[src/rtl/mac_lane_array.sv]
// mac_lane_array: multi-lane signed multiply-accumulate engine.
// Beats flow through three registered stages: per-lane products, an adder
// tree reduction, and an accumulator that closes a dot product on a
// last-flagged beat. The whole pipeline freezes while a finished result waits
// for the consumer.
//
// Handshake: a beat moves on any rising edge where in_valid & in_ready. A
// result moves on any rising edge where out_valid & out_ready. out_valid,
// out_data and out_ovf stay constant while out_valid & ~out_ready. in_ready
// is combinational and low during a stall or a flush.
module mac_lane_array #(
  parameter int LANES  = 4,
  parameter int DATA_W = 8,
  parameter int ACC_W  = 26,
  parameter int SAT    = 0
) (
  input  logic                      clk,
  input  logic                      rst,
  input  logic                      flush,
  input  logic                      relu,
  input  logic                      in_valid,
  output logic                      in_ready,
  input  logic                      in_last,
  input  logic [LANES-1:0]          in_mask,
  input  logic [LANES*DATA_W-1:0]   in_act,
  input  logic [LANES*DATA_W-1:0]   in_wgt,
  output logic                      out_valid,
  input  logic                      out_ready,
  output logic [ACC_W-1:0]          out_data,
  output logic                      out_ovf
);

  localparam int PROD_W = 2 * DATA_W;
  localparam int SUM_W  = PROD_W + $clog2(LANES);

  logic                         stall;
  logic                         accept;

  // Stage 1: per-lane products
  logic                         s1_valid_q;
  logic                         s1_last_q;
  logic [LANES-1:0][PROD_W-1:0] prod_q;
  logic [LANES-1:0][PROD_W-1:0] prod_d;

  // Stage 2: reduced sum
  logic                         s2_valid_q;
  logic                         s2_last_q;
  logic signed [SUM_W-1:0]      sum_q;
  logic signed [SUM_W-1:0]      sum_d;

  // Stage 3: accumulator and result
  logic signed [ACC_W-1:0]      acc_q;
  logic signed [ACC_W-1:0]      acc_d;
  logic signed [ACC_W-1:0]      res_d;
  logic signed [ACC_W:0]        acc_wide;
  logic                         step_ovf;
  logic                         ovf_q;
  logic                         out_valid_q;
  logic [ACC_W-1:0]             out_data_q;
  logic                         out_ovf_q;

  assign stall    = out_valid_q & ~out_ready;
  assign in_ready = ~stall & ~flush;
  assign accept   = in_valid & in_ready;

  assign out_valid = out_valid_q;
  assign out_data  = out_data_q;
  assign out_ovf   = out_ovf_q;

  // Signed lane products; masked lanes contribute zero.
  always_comb begin
    prod_d = '0;
    for (int i = 0; i < LANES; i++) begin
      if (in_mask[i]) begin
        prod_d[i] = PROD_W'($signed(in_act[i*DATA_W +: DATA_W]))
                  * PROD_W'($signed(in_wgt[i*DATA_W +: DATA_W]));
      end
    end
  end

  // Sign-extended reduction of all registered lane products.
  always_comb begin
    sum_d = '0;
    for (int i = 0; i < LANES; i++) begin
      sum_d = sum_d + SUM_W'($signed(prod_q[i]));
    end
  end

  // Accumulate one guard bit wide, detect range exit, then clamp or wrap and apply ReLU.
  always_comb begin
    acc_wide = (ACC_W+1)'(acc_q) + (ACC_W+1)'(sum_q);
    step_ovf = acc_wide[ACC_W] ^ acc_wide[ACC_W-1];
    acc_d    = acc_wide[ACC_W-1:0];
    if (step_ovf && (SAT != 0)) begin
      acc_d = acc_wide[ACC_W] ? {1'b1, {(ACC_W-1){1'b0}}}
                              : {1'b0, {(ACC_W-1){1'b1}}};
    end
    res_d = (relu && acc_d[ACC_W-1]) ? '0 : acc_d;
  end

  // Pipeline, accumulator and output registers; flush beats everything, a stall holds everything.
  always_ff @(posedge clk or posedge rst) begin
    if (rst) begin
      s1_valid_q  <= 1'b0;
      s1_last_q   <= 1'b0;
      prod_q      <= '0;
      s2_valid_q  <= 1'b0;
      s2_last_q   <= 1'b0;
      sum_q       <= '0;
      acc_q       <= '0;
      ovf_q       <= 1'b0;
      out_valid_q <= 1'b0;
      out_data_q  <= '0;
      out_ovf_q   <= 1'b0;
    end else if (flush) begin
      s1_valid_q  <= 1'b0;
      s2_valid_q  <= 1'b0;
      acc_q       <= '0;
      ovf_q       <= 1'b0;
      out_valid_q <= 1'b0;
      out_data_q  <= '0;
      out_ovf_q   <= 1'b0;
    end else if (!stall) begin
      s1_valid_q <= accept;
      if (accept) begin
        s1_last_q <= in_last;
        prod_q    <= prod_d;
      end
      s2_valid_q <= s1_valid_q;
      s2_last_q  <= s1_last_q;
      sum_q      <= sum_d;
      if (s2_valid_q) begin
        if (s2_last_q) begin
          acc_q      <= '0;
          ovf_q      <= 1'b0;
          out_data_q <= res_d;
          out_ovf_q  <= ovf_q | step_ovf;
        end else begin
          acc_q <= acc_d;
          ovf_q <= ovf_q | step_ovf;
        end
      end
      // Not stalled means any pending result is being taken this edge.
      out_valid_q <= s2_valid_q & s2_last_q;
    end
  end

endmodule

[config.mk]
export PLATFORM = sky130hd
export DESIGN_NAME = mac_lane_array
export DESIGN_NICKNAME = d
export VERILOG_FILES = /design/src/rtl/mac_lane_array.sv
export SDC_FILE = /design/constraint.sdc
export NUM_CORES = 1
export LEC_CHECK = 0
export CAP_MARGIN = 20
export CORE_UTILIZATION = 40
export DETAILED_ROUTE_END_ITERATION = 7
export DONT_BUFFER_PORTS = 1
export HOLD_SLACK_MARGIN = 0.03
export PLACE_DENSITY_LB_ADDON = 0.12
export REMOVE_ABC_BUFFERS = 1
export SLEW_MARGIN = 20
export SYNTH_ARGS = -nofsm -noshare
export SYNTH_HDL_FRONTEND = slang
export SYNTH_SLANG_ARGS = --single-unit
[constraint.sdc]
create_clock -name clk -period 5.1 [get_ports clk]
set_input_delay 0.255 -clock clk [delete_from_list [all_inputs] [get_ports clk]]
set_output_delay 0.255 -clock clk [all_outputs]
set_load 0.005 [all_outputs]
==> flow_summary.ini, run 1 <==
[pwr]
leakage_nw = 9.616
power_per_cell_area_nw_per_um2 = 495.8
ir_drop_mv = 0.2604

[synth]
synth_seq_cells = 141
synth_compound_area_share_pct = 11.60
synth-xor-area-share_pct = 4.604
synth_edf_count = 0
ys_seq_area_share_pct = 19.73
synth_top_area_share_pct = 28.44
synth_ff_type = dfrtp_1
synth_fa_ha_area_share_pct = 39.56
synth.area.top_cells = fa_1 28%, dfrtp_1 20%, ha_1 11%, inv_1 7.3%, and2_1 6.3%
synth_cell_types = 68
synthMuxAreaShare_pct = 0.3639
syn_inst = 1893
ys_async_sr_fraction_pct = 100.0
synth_simple_gate_area_share_pct = 16.10
syn_avg_cell_area_um2 = 9.446
yosysTopAreaCell = fa_1
yosysWarnings = 0
synth_top_family_by_area = adder cells
syn_area_um2 = 17880

[cts]
clk_latency_ns = 0.42
cts_buffers = 17
h-tree-depth = 4
cts-root-buf = clkbuf_16
cts.reportedPaths.clkPinSlew_ns = 0.06
cts_tree = built
clockBufferDepth = 2
cts_setup_buffers = 0
cts-resized-gates = 0
clkSinkCount = 141
hold_buffers = 9

[floorplan]
pin_count = 104
core_area_um2 = 44120
row_count = 77
die_y_um = 213.4
initial_core_util_pct = 40.52
design.die.area_um2 = 45550
dieWidth_um = 213.4

[grt]
grt.overflow.total = 0
grt_max_degree = 85
grt_pass1_vias = 13319
globalRouteTotalUtil_pct = 18.39
grt_pass1_wl_um = 67340
grt_antenna_before_repair = 0

[sta]
rsz0062_at_grt = false
period_needed_ns = 4.154
hold_violations = 0
finalSetupViolCount = 0
slew_viol_final = 0
layout_worst_path_cycle_share_pct = 81.45
tns_ns = 0
max_slew_margin_pct = 39.53
clock_skew_ns = 0.01205
fmax_mhz = 240.7
worst_pin_slew_ns = 0.8842

[cells_and_area]
drive_gt1_share_pct = 3.140
n_fill_cell = 4444
final_area_um2 = 19340
nNetsFinal = 2386
syn_to_final_growth_pct = 8.145
fin_util_pct = 43.82
antenna_cells = 0
fin_cells = 2503

[detailed_routing]
drc = 0
vias_per_cell = 4.985
vias = 12478
dr.pass1.iters = 5
wl_per_cell_um = 15.72
initialDrtViolationCount = 480
ant_nets = 0
wl_um = 39350

[placed_design]
placed_area_um2 = 18560
gp_congestion = 0.8675
port_buffers = 0
dp.cells = 2461
dp_hpwl_um = 32900

[outcome]
status = finished clean

[critical_path]
crit_chain = and2_1 -> fa_1 -> inv_1 -> fa_1 -> inv_1 -> fa_1 -> inv_1 -> fa_1 -> inv_1 -> ha_1 -> a21oi_1 -> o21bai_1 -> a2111oi_0 -> o311ai_0 -> xnor2_1 -> o31ai_1
start_kind = input pin
slowest_delay_ns = 0.58
path_max_fanout = 8
critPathKind = in2reg
critical_path_arrival_ns = 4.48
r2r_slack_ns = 1.04
worst_setup_path_end_kind = flop
cp.required_ns = 5.42
cp_slowest_cell = a2111oi_0
critical_path.top_delay_family = adder cells
path_buf_inv = 4

[job]
drv_cap = 0

[hold_path]
min_path_type = in2reg
cell usage in the layout, fill, tap and decap left out, types with 5 or more instances in the layout:
master           n
a21o_1          22
nand2_1        200
o21bai_1         9
or3_1           13
a21oi_1         45
and2_1         180
fa_1           254
o21ai_0         71
o211ai_1         9
bufinv_16        6
o31ai_1         23
ha_1           159
a22o_1          52
a211oi_1         5
dfrtp_1        141
and3_1           6
buf_4            7
nand2b_1        10
xnor2_1         59
dlygate4sd3_1   10
clkbuf_16       17
nor2_1          50
nand4_1          5
nand3_1         40
a2111oi_0        5
nor2b_1         25
nor3_1          20
xor2_1          35
inv_1          346
o21a_1           7
flip-flops by register name (all words and copies together) (netlist names):
signal and flops:
s2_valid_q 1, s1_valid_q 1, acc_q 26, out_data 26
ovf_q 1, prod_q 64, sum_q 18, s2_last_q 1
out_valid 1, s1_last_q 1, out_ovf 1
per-stage QoR:
step	setup WS [ns]	hold WS, ns	total power, W
after global routing	0.5419	0.03024	0.01073
final	0.9459	0.03748	0.009587
after detailed placement	0.4918	0.3178	0.008223
after CTS	0.9451	0.03618	0.009725
after floorplan	0.7456	0.3214	0.006735
after global placement	0.5815	0.3174	0.008159
cell type report:
cell class	instances	area (um2)	area share, %
repair buffers	17	152.6	0.7894
flip-flops and latches	141	3528	18.25
inverters	347	1308	6.762
multi-input cells	1374	12940	66.90
clock buffers	18	429.2	2.219
well taps	592	740.7	3.830
clock inverters	14	242.7	1.255
logic make-up (layout without fill, tap and decap cells):
logic type      Yosys count  after routing
compound gates          292            292
xor+xnor                 94             94
fa+ha+maj               413            413
buf+inv                 378            396
flops                   141            141
mux                       6              6
simple gates            569            569
worst paths after layout:
path                       startpoint            to  cells past startpoint
setup / recovery           in_act[29]    prod_q[62]                     16
hold / removal              in_wgt[0]     prod_q[0]                      2
setup reg to reg            prod_q[1]     sum_q[15]                     12
hold reg to reg             s1_last_q     s2_last_q                      2
max in group asynchronous         rst     prod_q[5]                      3
min in group asynchronous         rst  out_data[24]                      2
power by group:
group          internal [W]  switching (W)  total (W)
Combinational       0.00283        0.00368    0.00651
Clock              0.000919       0.000508    0.00143
Sequential          0.00138       0.000264    0.00165
metal layers:
metal | part of all wire (%) | up-vias | GRT usage [%]
li1 | - | 6115 | -
met1 | 48 | 6220 | 25.43
met2 | 49 | 123 | 31.63
met3 | 1.8 | 20 | 1.684
met4 | 0.78 | 0 | 3.227
met5 | 0 | - | 0
Yosys cell counts (3+ instances only):
library cell	count
or3_1	13
and2_1	180
and3_1	6
o211ai_1	9
a2111o_1	4
clkbuf_1	25
o31ai_1	23
xnor2_1	59
nand4_1	5
a311oi_1	3
nand3_1	40
mux2_2	4
a21oi_1	46
inv_1	347
nand2_1	201
a22o_1	52
nor3_1	20
o21ai_0	71
xor2_1	35
a211o_1	4
a2111oi_0	5
o21bai_1	9
fa_1	254
nand2b_1	10
nor2b_1	25
nor2_1	51
a31oi_1	3
nor4_1	4
ha_1	159
or2_2	3
a211oi_1	5
a21o_1	22
o21a_1	7
dfrtp_1	141
a221o_1	3
worst register-to-register path, delay by kind of cell, from the launching register on:
kind            cells  cell delay, ns
buf+inv             1            0.06
fa+ha+maj           4            1.64
simple gates        2            0.36
flops               1            0.44
compound gates      5            1.47
(Power assumes the default switching activity.)
==> inputs of run 2 (changes only) <==
ABC_AREA = 1   (was unset)
clock period = 4.2 ns   (was 5.1 ns; I/O delays follow)
==> run 2 against run 1 <==
The run now ends with DRC left. Global-route usage increased by 1.1 points. Clock skew is 0.0027 ns lower. Sequential power grew 27%. Worst setup slack got worse by 0.32 ns. Final cell count grew 24%. Largest power group unchanged. Highest routed layer unchanged.
==> flow_summary.ini, run 2 <==
[grt]
grt_max_degree = 73
grt.overflow.total = 0
grt_pass1_wl_um = 76040
grt_pass1_vias = 15643
globalRouteTotalUtil_pct = 19.46
grt_antenna_before_repair = 1

[cts]
clkSinkCount = 141
cts.reportedPaths.clkPinSlew_ns = 0.07
cts-root-buf = clkbuf_16
clockBufferDepth = 2
clk_latency_ns = 0.43
hold_buffers = 11
h-tree-depth = 4
cts-resized-gates = 0
cts_setup_buffers = 0
cts_buffers = 17
cts_tree = built

[critical_path]
worst_setup_path_end_kind = flop
cp.required_ns = 4.52
critical_path_arrival_ns = 3.90
critPathKind = in2reg
r2r_slack_ns = 0.69
path_max_fanout = 6
reg2reg_depth = 13
start_kind = input pin
crit_chain = inv_1 -> or2_2 -> fa_1 -> fa_1 -> inv_1 -> fa_1 -> inv_1 -> fa_1 -> inv_1 -> ha_1 -> nand2_1 -> nor2_1 -> a21oi_1 -> o21ai_0 -> a21oi_1 -> o21ai_0 -> nand2_1
cp_slowest_cell = fa_1
slowest_delay_ns = 0.55

[synth]
ys_seq_area_share_pct = 18.44
ys_async_sr_fraction_pct = 100.0
yosysTopAreaCell = fa_1
syn_inst = 2518
synth_cell_types = 44
syn_avg_cell_area_um2 = 7.599
synth_seq_cells = 141
synth.area.top_cells = fa_1 27%, dfrtp_1 18%, nand2_1 14%, inv_1 13%, ha_1 10%
synth_common_cells = 699 x nand2_1, 639 x inv_1, 254 x fa_1
synth_edf_count = 0
yosysWarnings = 0
synth_top_area_share_pct = 26.58
syn_area_um2 = 19130
synth.most_common_cell = nand2_1
synth_ff_type = dfrtp_1

[sta]
rsz0062_at_grt = false
clock_skew_ns = 0.009370
hold-worst-slack_ns = 0.05433
fmax_mhz = 279.5
layout_worst_path_cycle_share_pct = 85.20
slew_viol_final = 0
tns_ns = 0
worst_pin_slew_ns = 1.047
hold_violations = 0
postLayoutSetupSlackWorst_ns = 0.6218
finalSetupViolCount = 0
max_slew_margin_pct = 30.20
period_needed_ns = 3.578

[detailed_routing]
drc = 3
wl_um = 44360
ant_nets = 0
initialDrtViolationCount = 829
dr.pass1.iters = 8
wl_per_cell_um = 14.32
vias_per_cell = 4.832
vias = 14964

[floorplan]
row_count = 79
core_area_um2 = 46850
initial_core_util_pct = 40.84
dieWidth_um = 220.7
design.die.area_um2 = 48710
pin_count = 104
die_y_um = 220.7

[pwr]
power_per_cell_area_nw_per_um2 = 605.0
leakage_nw = 12.02
ir_drop_mv = 0.3226

[cells_and_area]
n_fill_cell = 4859
seqCellArea_um2 = 3528
multi_input_area_um2 = 12850
syn_to_final_growth_pct = 6.408
nNetsFinal = 2964
largest_reg_flops = 64
fin_cells = 3097
layout_commonest_cell = nand2_1
top_register = prod_q
drive_gt1_share_pct = 3.214
mostFrequentLayoutCells = 699 x nand2_1, 637 x inv_1, 254 x fa_1, 159 x ha_1, 141 x dfrtp_1

[placed_design]
pre_cts_slack_ns = 0.1736
dp.cells = 3053
port_buffers = 0
gp_congestion = 0.8754
dp_hpwl_um = 37150

[outcome]
violations = DRC
status = complete, but fails checks

[hold_path]
holdPathStages = 3
min_path_type = in2reg

[job]
drv_cap = 0
-- run 2: cell types whose count changed in the layout (fill, tap and decap cells not counted), moves of 38 or more --
cell | before | now
nand2_1 | 200 | 699
inv_1 | 346 | 637
and2_1 | 180 | 1
a21oi_1 | 45 | 95
nor2_1 | 50 | 97
nand3_1 | 40 | 82
xnor2_1 | 59 | 21
-- run 2: report_power, final --
group	switching, W	total (W)	internal (W)
combinational	0.00531	0.00864	0.00332
clock	0.000620	0.00159	0.000968
sequential	0.000386	0.00209	0.00171
-- run 2: cell families (layout without fill, tap and decap cells) --
kind of cell | Yosys count | count (layout) | share of synthesized area, %
AO/OA/AOI/OAI | 244 | 244 | 7.697
XOR/XNOR | 40 | 40 | 1.831
adder cells (fa/ha/maj) | 413 | 413 | 36.97
buffers and inverters | 726 | 697 | 14.44
flip-flops | 141 | 141 | 18.44
other | 0 | 1 | 0
AND/OR/NAND/NOR | 954 | 954 | 20.62
-- run 2: per-layer routing --
metal / global-route usage [%] / vias to the layer above / routed length, um
met3: 2.268 / 35 / 1283
met1: 25.90 / 7257 / 20630
li1: - / 7435 / -
met5: 0 / - / 0
met2: 33.61 / 237 / 21830
met4: 4.612 / 0 / 615
-- run 2: critical path: cells and delay by family --
kind / cells / cell delay [ns]
AOI/OAI and AO/OA: 4 / 0.46
adders and majority gates: 5 / 2.44
buffers and inverters: 4 / 0.18
and+or+nand+nor: 4 / 0.61
-- run 2: worst paths after layout --
path | startpoint | endpoint
worst max-delay path | in_wgt[7] | prod_q[13]
worst max register to register | prod_q[0] | sum_q[17]
min in group asynchronous | rst | out_data[13]
worst min register to register | s1_last_q | s2_last_q
worst min-delay path | out_ready | out_valid
max in group asynchronous | rst | acc_q[10]
-- run 2: stage by stage --
| step | util (%) | instance area, um2 | power (W) |
|---|---|---|---|
| 2_1_floorplan | - | 18800 | 0.008699 |
| 3_3_place_gp | 41.88 | 19620 | 0.01069 |
| 3_5_place_dp | 41.88 | 19620 | 0.01077 |
| 4_1_cts | 43.43 | 20350 | 0.01246 |
| 5_1_grt | 43.45 | 20360 | 0.01395 |
| 6_report | 43.45 | 20360 | 0.01232 |
-- run 2: cell type report --
| class | instances | area share [%] |
|---|---|---|
| inverters | 646 | 11.93 |
| flip-flops and latches | 141 | 17.33 |
| well taps | 607 | 3.730 |
| clock inverters | 13 | 0.7989 |
| diodes | 1 | 0.01229 |
| repair buffers | 19 | 0.8358 |
| clock buffers | 19 | 2.225 |
| multi-input cells | 1651 | 63.13 |
==> inputs of run 3 (changes only) <==
PLACE_DENSITY_LB_ADDON = 0.25   (was 0.12)
==> run 3 against run 2 <==
The flow still finishes with violations (DRC). Sequential share of layout area about the same. Critical endpoint unchanged. Final cell count hardly changed. Critical path depth unchanged. Clock power about the same. Global-route usage shrank 0.39 points. Total power down 0.76%. Critical path type unchanged. Register-to-register slack hardly changed. Utilization is essentially flat. Clock skew is 0.0037 ns higher.
==> flow_summary.ini, run 3 (same netlist as run 2, synthesis figures left out) <==
[outcome]
status = complete, but fails checks
violations = DRC

[detailed_routing]
wl_per_cell_um = 14.22
dr.pass1.iters = 8
vias_per_cell = 4.850
ant_nets = 0
initialDrtViolationCount = 958
wl_um = 44070
vias = 15031
drc = 4

[cells_and_area]
nNetsFinal = 2966
multi_input_area_um2 = 12850
mostFrequentLayoutCells = 699 x nand2_1, 637 x inv_1, 254 x fa_1, 159 x ha_1, 141 x dfrtp_1
n_fill_cell = 4779
layout_commonest_cell = nand2_1
seqCellArea_um2 = 3528
top_register = prod_q
final_area_um2 = 20380
largest_reg_flops = 64
drive_gt1_share_pct = 3.171
syn_to_final_growth_pct = 6.507

[floorplan]
die_y_um = 220.7
design.die.area_um2 = 48710
row_count = 79
core_area_um2 = 46850
dieWidth_um = 220.7
initial_core_util_pct = 40.84
pin_count = 104

[pwr]
clkPwrFrac_pct = 13.1
p_sw_share_pct = 51.35
ir_drop_mv = 0.3672
comb_power_share_pct = 69.9
fin_total_pwr_w = 0.01222
leakage_nw = 12.03
seqPwrFrac_pct = 17.1
p_int_w = 0.005947
switchingPower_w = 0.006278
power_per_cell_area_nw_per_um2 = 599.9

[cts]
h-tree-depth = 4
clkSinkCount = 141
hold_buffers = 14
cts_setup_buffers = 0
cts-root-buf = clkbuf_16
cts_buffers = 17
clockBufferDepth = 2
cts.reportedPaths.clkPinSlew_ns = 0.07
cts-resized-gates = 0
cts_tree = built
clk_latency_ns = 0.43

[placed_design]
port_buffers = 0
gp_congestion = 0.9119
pre_cts_slack_ns = 0.1740
placed_area_um2 = 19620
dp_hpwl_um = 36950

[grt]
grt_antenna_before_repair = 2
grt.overflow.total = 0
grt_max_degree = 64
globalRouteTotalUtil_pct = 19.07
grt_pass1_vias = 15610
grt_pass1_wl_um = 75290

[critical_path]
critical_path_arrival_ns = 3.91
path_max_fanout = 6
start_kind = input pin
cp.required_ns = 4.51
critPathKind = in2reg
worst_setup_path_end_kind = flop

[sta]
hold_violations = 0
layout_worst_path_cycle_share_pct = 85.54
period_needed_ns = 3.593
rsz0062_at_grt = false
tns_ns = 0
worst_pin_slew_ns = 0.9069
finalSetupViolCount = 0
clock_skew_ns = 0.01308
slew_viol_final = 0
fmax_mhz = 278.4
max_slew_margin_pct = 39.54
postLayoutSetupSlackWorst_ns = 0.6075
hold-worst-slack_ns = 0.07279

[hold_path]
min_path_type = in2reg

[job]
drv_cap = 0
==> run 3: cell count changes in the layout (fill, tap and decap cells not counted), sizes merged <==
cell / delta
clkinvlp: -2
dlygate4sd3: +3
clkbuf: -2
buf: -1
clkinv: +3
inv: +1
==> run 3: final timing paths <==
check / slack (ns) / cells after the start / startpoint / endpoint
worst max register to register: 0.69 / 13 / prod_q[33] / sum_q[11]
min in group asynchronous: 0.29 / 2 / rst / s2_valid_q
worst min-delay path: 0.07 / 4 / in_valid / s1_last_q
worst max-delay path: 0.61 / 17 / in_wgt[7] / prod_q[13]
worst min register to register: 0.48 / 2 / s1_last_q / s1_last_q
max in group asynchronous: 2.78 / 3 / rst / prod_q[59]
==> run 3: final cells by class <==
type	count	area share, %
Inverter	646	11.93
Timing Repair Buffer	21	0.9455
Sequential cell	141	17.31
Antenna cell	1	0.01228
Multi-Input combinational cell	1651	63.07
Clock buffer	17	2.088
Tap cell	607	3.727
Clock inverter	15	0.9087
==> run 3: stage by stage <==
stage               cells  util [%]
floorplan            2438         -
global placement     3052     41.87
finish               3099     43.49
detailed placement   3052     41.87
CTS                  3098     43.47
global route         3099     43.49
==> run 3: layer usage <==
metal / wire [um] / track usage [%] / share of wire [%]
met4: 590 / 3.767 / 1.3
met1: 19700 / 24.06 / 45
met2: 22630 / 34.79 / 51
met3: 1132 / 2.337 / 2.6
met5: 13 / 0 / 0.029
==> run 3: power groups by stage <==
stage	combinational (W)	clock, W	sequential, W
floorplan	0.00676	0	0.00194
global placement	0.00838	0	0.00211
detailed placement	0.00852	0	0.00211
CTS	0.00860	0.00162	0.00209
global route	0.00994	0.00167	0.00213
finish	0.00854	0.00160	0.00208
==> run 3: worst max-delay path, stage by stage <==
cell	delay (ns)
inv_1	0.03
or2_2	0.28
fa_1	0.46
fa_1	0.55
inv_1	0.06
fa_1	0.53
inv_1	0.05
fa_1	0.52
inv_1	0.04
ha_1	0.37
nand2_1	0.07
nor2_1	0.19
a21oi_1	0.09
o21ai_0	0.21
a21oi_1	0.09
o21ai_0	0.08
nand2_1	0.06
